**src/rtl/pipe_ctrl.sv**
```systemverilog
// Pipeline hazard/stall controller for a 5-stage in-order core.
// Ports: clk, rst (sync, active-low); ID/EX/MEM/WB hazard inputs;
//   pc_en..mem_wb_en register enables, if_id_flush, id_ex_bubble,
//   pc_sel_target; halted/err sticky status; stall_cycles counter.
module pipe_ctrl #(
  parameter int unsigned MEM_TIMEOUT = 255
) (
  input  logic        clk,
  input  logic        rst,
  input  logic [2:0]  id_rs,
  input  logic [2:0]  id_rt,
  input  logic        id_uses_rs,
  input  logic        id_uses_rt,
  input  logic [2:0]  ex_rd,
  input  logic        ex_mem_to_reg,
  input  logic        ex_branch_taken,
  input  logic        mem_busy,
  input  logic        wb_halt,
  output logic        pc_en,
  output logic        if_id_en,
  output logic        id_ex_en,
  output logic        ex_mem_en,
  output logic        mem_wb_en,
  output logic        if_id_flush,
  output logic        id_ex_bubble,
  output logic        pc_sel_target,
  output logic        halted,
  output logic        err,
  output logic [15:0] stall_cycles
);

  // One spare bit so the count can step past MEM_TIMEOUT
  localparam int WCW = $clog2(MEM_TIMEOUT + 2);

  typedef enum logic [1:0] {
    RUN      = 2'd0,
    MEM_WAIT = 2'd1,
    HALTED   = 2'd2,
    ERROR    = 2'd3
  } state_t;

  state_t           r_state;
  state_t           w_state_nxt;
  logic [WCW-1:0]   r_wait_cnt;
  logic [WCW-1:0]   w_wait_nxt;
  logic [15:0]      r_stall;

  logic w_rs_hit;
  logic w_rt_hit;
  logic w_load_use;
  logic w_hold;
  logic w_timeout;
  logic w_active;
  logic w_stall_inc;

  assign w_rs_hit   = id_uses_rs && (id_rs == ex_rd);
  assign w_rt_hit   = id_uses_rt && (id_rt == ex_rd);
  assign w_load_use = ex_mem_to_reg && (w_rs_hit || w_rt_hit);

  // Halt and memory wait both freeze every stage
  assign w_hold    = wb_halt || mem_busy;
  assign w_timeout = (r_wait_cnt >= WCW'(MEM_TIMEOUT));
  assign w_active  = (r_state == RUN) || (r_state == MEM_WAIT);

  assign w_stall_inc = w_active && !pc_en &&
                       (r_stall != 16'hFFFF);

  assign stall_cycles = r_stall;

  // State register
  always_ff @(posedge clk) begin
    if (!rst) begin
      r_state    <= RUN;
      r_wait_cnt <= '0;
    end else begin
      r_state    <= w_state_nxt;
      r_wait_cnt <= w_wait_nxt;
    end
  end

  // Saturating stall counter
  always_ff @(posedge clk) begin
    if (!rst) begin
      r_stall <= '0;
    end else if (w_stall_inc) begin
      r_stall <= r_stall + 16'd1;
    end
  end

  // Next-state logic
  always_comb begin
    w_state_nxt = r_state;
    w_wait_nxt  = r_wait_cnt;
    unique case (r_state)
      RUN, MEM_WAIT: begin
        if (wb_halt) begin
          w_state_nxt = HALTED;
        end else if (mem_busy) begin
          w_wait_nxt  = r_wait_cnt + 1'b1;
          // Count already holds MEM_TIMEOUT busy cycles
          if (w_timeout) begin
            w_state_nxt = ERROR;
          end else begin
            w_state_nxt = MEM_WAIT;
          end
        end else begin
          w_state_nxt = RUN;
          w_wait_nxt  = '0;
        end
      end
      HALTED:  w_state_nxt = HALTED;
      ERROR:   w_state_nxt = ERROR;
      default: w_state_nxt = RUN;
    endcase
  end

  // Output logic
  always_comb begin
    pc_en         = 1'b0;
    if_id_en      = 1'b0;
    id_ex_en      = 1'b0;
    ex_mem_en     = 1'b0;
    mem_wb_en     = 1'b0;
    if_id_flush   = 1'b0;
    id_ex_bubble  = 1'b0;
    pc_sel_target = 1'b0;
    halted        = 1'b0;
    err           = 1'b0;
    if (!rst) begin
      // Clock NOPs into every stage while reset is held
      pc_en        = 1'b1;
      if_id_en     = 1'b1;
      id_ex_en     = 1'b1;
      ex_mem_en    = 1'b1;
      mem_wb_en    = 1'b1;
      if_id_flush  = 1'b1;
      id_ex_bubble = 1'b1;
    end else begin
      unique case (r_state)
        RUN, MEM_WAIT: begin
          if (!w_hold) begin
            id_ex_en  = 1'b1;
            ex_mem_en = 1'b1;
            mem_wb_en = 1'b1;
            if (ex_branch_taken) begin
              // Redirect wins over load-use: the
              // dependent ID instruction is squashed
              pc_en         = 1'b1;
              if_id_en      = 1'b1;
              if_id_flush   = 1'b1;
              id_ex_bubble  = 1'b1;
              pc_sel_target = 1'b1;
            end else if (w_load_use) begin
              id_ex_bubble = 1'b1;
            end else begin
              pc_en    = 1'b1;
              if_id_en = 1'b1;
            end
          end
        end
        HALTED:  halted = 1'b1;
        ERROR:   err    = 1'b1;
        default: ;
      endcase
    end
  end

endmodule

```
**config.mk**
```make
export PLATFORM = sky130hd
export DESIGN_NAME = pipe_ctrl
export DESIGN_NICKNAME = d
export VERILOG_FILES = /design/src/rtl/pipe_ctrl.sv
export SDC_FILE = /design/constraint.sdc
export NUM_CORES = 1
export LEC_CHECK = 0
export BUFFER_PORTS_ARGS = -buffer_cell sky130_fd_sc_hd__buf_2
export CAP_MARGIN = 20
export CORE_MARGIN = 8
export CORE_UTILIZATION = 45
export CTS_CLUSTER_DIAMETER = 200
export DETAILED_ROUTE_END_ITERATION = 8
export HOLD_SLACK_MARGIN = 0.02
export PLACE_DENSITY = 0.77
export SLEW_MARGIN = 20
export SYNTH_ARGS = -nofsm -noshare
export SYNTH_HDL_FRONTEND = slang
export SYNTH_SLANG_ARGS = --single-unit
```
**constraint.sdc**
```tcl
create_clock -name clk -period 2.95 [get_ports clk]
set_clock_uncertainty 0.15 [all_clocks]
set_input_delay 0.4425 -clock clk [delete_from_list [all_inputs] [get_ports clk]]
set_output_delay 0.4425 -clock clk [all_outputs]
set_load 0.1 [all_outputs]
```
==> impl_metrics.json, run 1 <==
{
  "status": "complete, no violations",
  "grt_pass1_wl_um": 5510,
  "ys_seq_elements": 27,
  "hold_buffers": 0,
  "core_area_sq_um": 3050,
  "cts_resized": 0,
  "start_util": 0.471,
  "portBuffers": 42,
  "crit_path_end_kind": "output pin",
  "power_density_nw_per_um2": 420,
  "clock-sinks": 27,
  "clock_latency_ns": 0.34,
  "power.switching_w": 0.000251,
  "finalHoldViolCount": 0,
  "clock_power_share": 0.234,
  "grt_overflow": 0,
  "syn_avg_cell_area_sq_um": 8.67,
  "row_count": 20,
  "seqPwrFrac": 0.530,
  "ioPinCount": 43,
  "final_core_util": 0.558,
  "die_y_um": 72.5,
  "hold_start": "mem_busy",
  "tightestPinTransition_ns": 0.493,
  "first_pass_iters": 4,
  "pwr-share-comb": 0.236,
  "maxSlewViolCount": 0,
  "clk_pin_slew_ns": 0.14,
  "yosys.area.top_type_share": 0.376,
  "cts_tree": "yes",
  "p_int_w": 0.000464,
  "synth_edf_count": 0,
  "nFillCells": 306,
  "cts_buffers": 3,
  "cp_data_required_time_ns": 2.36,
  "track_usage": 0.124,
  "tns_ns": 0,
  "synth_top_area_cell": "dfxtp_1",
  "drtIter0Drc": 74,
  "wirelength_um": 3250,
  "p_sw_frac": 0.351,
  "r2r_start": "stall_cycles[0]",
  "async_flop_share": 0,
  "diodes": 0,
  "r2r_end": "stall_cycles[15]",
  "fin_cells": 250,
  "hpwl_um": 2500,
  "floorplan.die_area_sq_um": 5260,
  "worstHoldPathType": "primary input to flop",
  "synth_cell_types": 33,
  "route.detailed.drc": 0,
  "grt_max_degree": 20,
  "final_cell_mix": "42 x buf_2, 27 x nand2_1, 27 x dfxtp_1, 12 x nor2_1, 10 x nand4_1",
  "syn_area_sq_um": 1440,
  "max_freq_ghz": 0.404,
  "relSlewSlack": 0.673,
  "startpoint_type": "flop",
  "clockBufferDepth": 2,
  "synth_seq_area_share": 0.376,
  "fin_nets": 227,
  "die_w_um": 72.5,
  "vias_per_cell": 5.19,
  "wl_per_cell_um": 13.0,
  "arrival_ns": 1.88,
  "drive_gt1_frac": 0.272,
  "area_growth_pct": 18.3,
  "dp.cells": 246,
  "ctsHtreeMaxLevel": 1,
  "rsz0062_at_grt": "false",
  "r2r_slack_ns": 0.76,
  "power.leakage_nw": 0.787,
  "postPlaceCellArea_sq_um": 1680,
  "final_antenna_net_count": 0,
  "layout_commonest_cell": "buf_2",
  "peakVddDrop_v": 0.000354,
  "syn_inst": 166,
  "path_class": "flop to output pin",
  "final_area_sq_um": 1700,
  "fin_crit_ns": 2.48,
  "yosys-top-cells-area": "dfxtp_1 38%, nand2_1 7.0%, mux2i_1 6.3%, xnor2_1 5.5%, nand4_1 4.3%",
  "cts_setup_buffers": 0,
  "cts-root-buf": "clkbuf_4",
  "setup_viol": 0,
  "multi_input_area_sq_um": 840,
  "finalCritPeriodShare": 0.840,
  "path_max_fanout": 8,
  "ys_warn_count": 0,
  "syn_nets": 186,
  "cap_violations": 0,
  "ys.flop_type": "dfxtp_1",
  "antenna_found_initial": 0,
  "grt_pass1_vias": 1271,
  "reg2regPathDepth": 7,
  "seqCellArea_sq_um": 541,
  "min_path_cells": 2,
  "via_count": 1298,
  "gp_congestion": 0.775
}
-- routing by layer --
layer / GRT usage / wire length, um / up-vias
met1: 0.135 / 1390 / 613
met3: 0.0413 / 169 / 2
met5: 0 / 0 / -
li1: - / - / 652
met2: 0.233 / 1680 / 31
met4: 0.0133 / 12 / 0
-- area by class of cell --
type                    count  area share
clock buffers               3      0.0132
clock inverters             1     0.00294
inverters                   2     0.00441
multi-input cells         128       0.493
flip-flops and latches     27       0.317
well taps                  44      0.0323
repair buffers             45       0.137
-- how the worst max path moves through the flow --
stage               startpoint      endpoint  slack (ns)  cells past startpoint
global placement      mem_busy     mem_wb_en        0.70                      4
finish              r_state[1]      id_ex_en        0.47                      3
floorplan             mem_busy         pc_en        0.02                      5
global route        r_state[1]  id_ex_bubble        0.38                      5
CTS                 r_state[1]      id_ex_en        0.48                      3
detailed placement    mem_busy      id_ex_en        0.68                      4
-- state kept, by name (all words and copies together) (netlist names), named ones only --
register      cells
r_wait_cnt        9
stall_cycles     16
r_state           1
-- synth_stat cells (all sizes together), types with 2 or more instances --
cell type	n
a21boi	7
nand3	5
nand2	27
nand4	10
dfxtp	27
nand2b	4
or3	5
xnor2	9
mux2i	9
inv	2
and2	3
and3	10
xor2	6
buf	5
nand3b	2
o21ai	7
nor2	12
clkbuf	4
ha	3
-- kinds of logic after synthesis --
kind of cell / after synthesis / share of synthesized area
multiplexers: 9 / 0.0626
XOR/XNOR: 15 / 0.0913
AO/OA/AOI/OAI: 22 / 0.123
flip-flops: 27 / 0.376
buffers and inverters: 11 / 0.0443
adder cells (fa/ha/maj): 3 / 0.0261
AND/OR/NAND/NOR: 79 / 0.277
-- worst max-delay path, cell delays in order, from the launching register on --
cell and delay [ns]:
dfxtp_1 0.39, or3_1 0.53, nand2_1 0.18, buf_2 0.45
-- power groups by stage --
stage	Combinational, W	Clock (W)	Sequential [W]
after floorplan	0.000117	0	0.000405
after global placement	0.000167	0	0.000386
after detailed placement	0.000169	0	0.000387
after CTS	0.000169	0.000168	0.000379
after global routing	0.000177	0.000187	0.000380
final	0.000169	0.000168	0.000379
-- through the flow --
stage	total power [W]	hold WS [ns]	setup slack, ns
finish	0.000715	0.243	0.473
CTS	0.000717	0.246	0.481
global placement	0.000553	0.326	0.702
detailed placement	0.000556	0.331	0.683
floorplan	0.000522	0.319	0.0249
global route	0.000744	0.249	0.377
Power figures use the tool's default switching activity.
==> inputs of run 2 (changes only) <==
- ABC_AREA: default -> 1
- PLACE_DENSITY: 0.77 -> 0.75
- clock period: 2.95 -> 2.4 ns (I/O delays scaled with it)
==> impl_metrics.json, run 2 <==
{
  "path_max_fanout": 4,
  "path_buf_inv": 2,
  "yosys-top-cells-area": "dfxtp_1 31%, nand2_1 14%, nor2_1 7.3%, inv_1 6.0%, nand4_1 5.0%",
  "p_int_w": 0.000656,
  "grt_max_degree": 19,
  "seqPwrFrac": 0.465,
  "syn_nets": 277,
  "ctsHtreeMaxLevel": 1,
  "fin_cells": 346,
  "yosys-top-cells-count": "63 x nand2_1, 34 x nor2_1, 28 x inv_1, 27 x dfxtp_1, 14 x nand4_1",
  "hold_buffers": 0,
  "clock-sinks": 27,
  "floorplan.die_area_sq_um": 6130,
  "antenna_found_initial": 0,
  "synth_cell_types": 33,
  "startpoint_type": "flop",
  "fin_crit_ns": 2.21,
  "crit_cells": 7,
  "start_util": 0.474,
  "dp.cells": 342,
  "p_sw_frac": 0.341,
  "power.switching_w": 0.000340,
  "layout_commonest_cell": "nand2_1",
  "dr_wl_met3_um": 200,
  "cts-root-buf": "clkbuf_8",
  "power.leakage_nw": 0.936,
  "gp_congestion": 0.928,
  "syn_area_sq_um": 1750,
  "rsz0062_at_grt": "false",
  "cp_data_required_time_ns": 1.89,
  "cts_tree": "yes",
  "status": "complete, no violations",
  "yosys.area.top_type_share": 0.309,
  "path_delay_family": "simple AND/OR/NAND/NOR gates",
  "seqCellArea_sq_um": 551,
  "clk_pin_slew_ns": 0.09,
  "track_usage": 0.142,
  "route.detailed.drc": 0,
  "clock_latency_ns": 0.27,
  "worst_slack_ns": 0.186,
  "pwr-share-comb": 0.274,
  "critPathSlowestCell": "dfxtp_1",
  "synth_edf_count": 0,
  "synth_seq_area_share": 0.309,
  "row_count": 22,
  "postPlaceCellArea_sq_um": 2180,
  "drive_gt1_frac": 0.282,
  "highest_layer": "met4",
  "path_class": "flop to output pin",
  "wl_met2_um": 2150,
  "crit_path_end": "if_id_en",
  "final_antenna_net_count": 0,
  "ys_seq_elements": 27,
  "cts_buffers": 3,
  "r2r_end": "stall_cycles[5]",
  "portBuffers": 42,
  "largest_reg_flops": 16,
  "final_cell_mix": "63 x nand2_1, 32 x nor2_1, 32 x buf_2, 27 x inv_1, 19 x dfxtp_1",
  "synth_most_common_cell": "nand2_1",
  "diodes": 0,
  "via_count": 1720,
  "grt_overflow": 0,
  "grt_pass1_vias": 1683,
  "ys_warn_count": 0,
  "crit_start": "r_state[1]",
  "synth_top_area_cell": "dfxtp_1",
  "worstHoldPathType": "primary input to flop",
  "max_freq_ghz": 0.452,
  "cap_violations": 0,
  "vias_per_cell": 4.97,
  "holdWs_ns": 0.265,
  "async_flop_share": 0,
  "ys.flop_type": "dfxtp_1",
  "slowest_delay_ns": 0.38,
  "clockBufferDepth": 2,
  "nFillCells": 345,
  "crit_path_end_kind": "output pin",
  "die_y_um": 78.3,
  "reg2regPathDepth": 8,
  "relSlewSlack": 0.648,
  "cts_resized": 0,
  "syn_avg_cell_area_sq_um": 6.80,
  "grt_pass1_wl_um": 7360,
  "drtIter0Drc": 67,
  "cts_setup_buffers": 0,
  "ioPinCount": 43,
  "clock_power_share": 0.261,
  "first_pass_iters": 4,
  "syn_inst": 257,
  "post-place-ws_ns": 0.389,
  "tightestPinTransition_ns": 0.528,
  "wl_per_cell_um": 11.9,
  "setup_viol": 0,
  "arrival_ns": 1.70,
  "power_density_nw_per_um2": 448,
  "r2r_slack_ns": 0.58,
  "fin_nets": 319,
  "core_area_sq_um": 3690,
  "routedLengthMet1_um": 1720,
  "hpwl_um": 3340,
  "area_growth_pct": 27.2,
  "finalHoldViolCount": 0,
  "critical_path.cell_chain": "or2_1 > nor2_8 > nand2_2 > nand2_8 > a21oi_2 > clkinvlp_4 > buf_12",
  "final_area_sq_um": 2220,
  "wirelength_um": 4120,
  "maxSlewViolCount": 0,
  "finalCritPeriodShare": 0.923,
  "die_w_um": 78.3,
  "r2r_start": "stall_cycles[0]",
  "multi_input_area_sq_um": 1030,
  "peakVddDrop_v": 0.000336
}
run 2: worst register-to-register path, delay by kind of cell, from the launching register on:
| kind | cells | cell delay (ns) |
|---|---|---|
| flops | 1 | 0.37 |
| fa+ha+maj | 1 | 0.21 |
| simple gates | 7 | 0.98 |
run 2: worst min path at each step:
stage | slack [ns] | startpoint | to | depth (start not counted)
after detailed placement | 0.31 | r_wait_cnt[7] | r_wait_cnt[7] | 2
after global routing | 0.26 | mem_busy | r_wait_cnt[1] | 3
final | 0.26 | mem_busy | r_wait_cnt[1] | 3
after floorplan | 0.29 | r_wait_cnt[7] | r_wait_cnt[7] | 2
after CTS | 0.25 | rst | stall_cycles[0] | 3
after global placement | 0.31 | r_wait_cnt[7] | r_wait_cnt[7] | 2
run 2: per-layer routing:
| metal | up-vias | track usage |
|---|---|---|
| li1 | 913 | - |
| met1 | 769 | 0.154 |
| met2 | 34 | 0.260 |
| met3 | 4 | 0.0387 |
| met4 | 0 | 0.0407 |
| met5 | - | 0 |
run 2: cells by family after synthesis:
group / share of synthesized area
AO/OA/AOI/OAI: 0.101
XOR/XNOR: 0.0552
buffers and inverters: 0.115
adder cells (fa/ha/maj): 0.0215
flip-flops: 0.309
AND/OR/NAND/NOR: 0.398
run 2: area by class of cell:
type / count / area share
Clock buffer: 4 / 0.0203
Inverter: 36 / 0.0625
Multi-Input combinational cell: 184 / 0.463
Sequential cell: 27 / 0.248
Tap cell: 48 / 0.0270
Timing Repair Buffer: 47 / 0.179
run 2: power by group through the flow:
stage | Sequential, W | Clock (W) | Combinational [W]
after floorplan | 0.000499 | 0 | 0.000171
after global placement | 0.000474 | 0 | 0.000272
after detailed placement | 0.000474 | 0 | 0.000274
after CTS | 0.000463 | 0.000277 | 0.000275
after global routing | 0.000465 | 0.000296 | 0.000290
final | 0.000463 | 0.000260 | 0.000272
run 2: per-stage QoR:
stage / power [W] / util / setup TNS, ns
after floorplan: 0.000670 / - / -0.860
after global placement: 0.000746 / 0.590 / 0
after detailed placement: 0.000748 / 0.590 / 0
after CTS: 0.00102 / 0.602 / 0
after global routing: 0.00105 / 0.602 / 0
final: 0.000996 / 0.602 / 0
==> inputs of run 3 (changes only) <==
- CORE_ASPECT_RATIO: default -> 1.5
==> impl_metrics.json, run 3 (synthesis results as in run 2) <==
{
  "status": "complete, no violations",
  "floorplan.die_area_sq_um": 6170,
  "cts_tree": "yes",
  "worstHoldPathType": "primary input to flop",
  "r2r_end": "stall_cycles[14]",
  "power.switching_w": 0.000351,
  "holdPathEnd": "stall_cycles[0]",
  "final_cell_mix": "63 x nand2_1, 32 x nor2_1, 32 x buf_2, 27 x inv_1, 19 x dfxtp_1",
  "drive_gt1_frac": 0.288,
  "peakVddDrop_v": 0.000407,
  "antenna_found_initial": 0,
  "tightestPinTransition_ns": 0.540,
  "clock_latency_ns": 0.28,
  "min_path_cells": 3,
  "final_area_sq_um": 2220,
  "setup_viol": 0,
  "track_usage": 0.153,
  "gp_congestion": 0.904,
  "die_y_um": 92.3,
  "critical_path.cell_chain": "or2_1 > nor2_8 > nand2_2 > nand2_8 > a21oi_2 > clkinvlp_4 > buf_12",
  "grt_pass1_wl_um": 7760,
  "power_w": 0.00101,
  "ioPinCount": 43,
  "cts_buffers": 3,
  "fin_nets": 320,
  "r2r_slack_ns": 0.53,
  "cap_violations": 0,
  "wirelength_um": 4620,
  "route.detailed.drc": 0,
  "cts-root-buf": "clkbuf_8",
  "postPlaceCellArea_sq_um": 2180,
  "hold_buffers": 0,
  "startpoint_type": "flop",
  "cp_data_required_time_ns": 1.89,
  "largest_reg_flops": 16,
  "fin_crit_ns": 2.23,
  "vias_per_cell": 5.17,
  "power_density_nw_per_um2": 452,
  "crit_path_end_kind": "output pin",
  "wl_per_cell_um": 13.5,
  "hpwl_um": 3690,
  "path_max_fanout": 4,
  "finalHoldViolCount": 0,
  "row_count": 27,
  "via_count": 1767,
  "layout_commonest_cell": "nand2_1",
  "slowest_delay_ns": 0.37,
  "p_sw_frac": 0.349,
  "critPathSlowestCell": "dfxtp_1",
  "r2r_start": "stall_cycles[0]",
  "seqPwrFrac": 0.461,
  "relSlewSlack": 0.640,
  "clock-sinks": 27,
  "hold_start": "rst",
  "start_util": 0.474,
  "power.leakage_nw": 0.943,
  "core_area_sq_um": 3680,
  "grt_overflow": 0,
  "rsz0062_at_grt": "false",
  "clock_power_share": 0.264,
  "path_delay_family": "simple AND/OR/NAND/NOR gates",
  "path_class": "flop to output pin",
  "drtIter0Drc": 85,
  "reg2regPathDepth": 7,
  "first_pass_iters": 4,
  "cts_resized": 0,
  "p_int_w": 0.000655,
  "max_freq_ghz": 0.448,
  "nFillCells": 341,
  "pwr-share-comb": 0.275,
  "clk_pin_slew_ns": 0.10,
  "final_antenna_net_count": 0,
  "cts_setup_buffers": 0,
  "grt_pass1_vias": 1785,
  "maxSlewViolCount": 0,
  "portBuffers": 42,
  "crit_cells": 7,
  "area_growth_pct": 27.4,
  "diodes": 0,
  "arrival_ns": 1.72,
  "clockBufferDepth": 2,
  "finalCritPeriodShare": 0.929,
  "ctsHtreeMaxLevel": 1,
  "grt_max_degree": 19,
  "path_buf_inv": 2,
  "die_w_um": 66.9
}
==> run 3: cell count changes in the layout (fill, tap and decap cells not counted), sizes merged <==
cell	delta
buf	+1
clkinv	+1
clkbuf	-1
==> run 3: per-layer routing <==
metal,vias up,part of all wire,track usage
met5,-,0,0
met4,0,0.022,0.0718
met3,9,0.047,0.0253
met2,42,0.55,0.285
met1,804,0.38,0.156
li1,912,-,-
==> run 3: area by class of cell <==
class / instances / area [sq um] / share of cell area
Clock inverter: 1 / 5.00 / 0.00225
Sequential cell: 27 / 551 / 0.247
Clock buffer: 3 / 41.3 / 0.0186
Inverter: 36 / 139 / 0.0624
Timing Repair Buffer: 48 / 405 / 0.182
Multi-Input combinational cell: 184 / 1030 / 0.463
Tap cell: 43 / 53.8 / 0.0242
==> run 3: how the worst max path moves through the flow <==
| stage | from | endpoint |
|---|---|---|
| finish | r_state[1] | if_id_en |
| global route | r_state[1] | if_id_en |
| CTS | r_state[1] | if_id_en |
| detailed placement | ex_rd[1] | if_id_en |
| global placement | wb_halt | mem_wb_en |
| floorplan | wb_halt | id_ex_bubble |
==> run 3: power groups by stage <==
stage	clock network [W]	registers [W]	logic, W
5_1_grt	0.000292	0.000465	0.000294
2_1_floorplan	0	0.000499	0.000171
3_3_place_gp	0	0.000474	0.000275
4_1_cts	0.000268	0.000464	0.000279
3_5_place_dp	0	0.000474	0.000278
6_report	0.000265	0.000464	0.000277
==> run 3: tightest hold or removal path, stage by stage <==
cell and delay [ns]:
buf_2 0.17, nand2_1 0.09, nor2_1 0.03
==> run 3: per-stage QoR <==
step | setup TNS [ns] | instances | hold WS (ns) | utilization | setup slack (ns)
after floorplan | -0.860 | 257 | 0.290 | - | -0.330
after global placement | 0 | 338 | 0.305 | 0.592 | 0.370
after detailed placement | 0 | 338 | 0.309 | 0.592 | 0.362
after CTS | 0 | 342 | 0.260 | 0.604 | 0.169
after global routing | 0 | 342 | 0.251 | 0.604 | 0.0673
final | 0 | 342 | 0.258 | 0.604 | 0.170
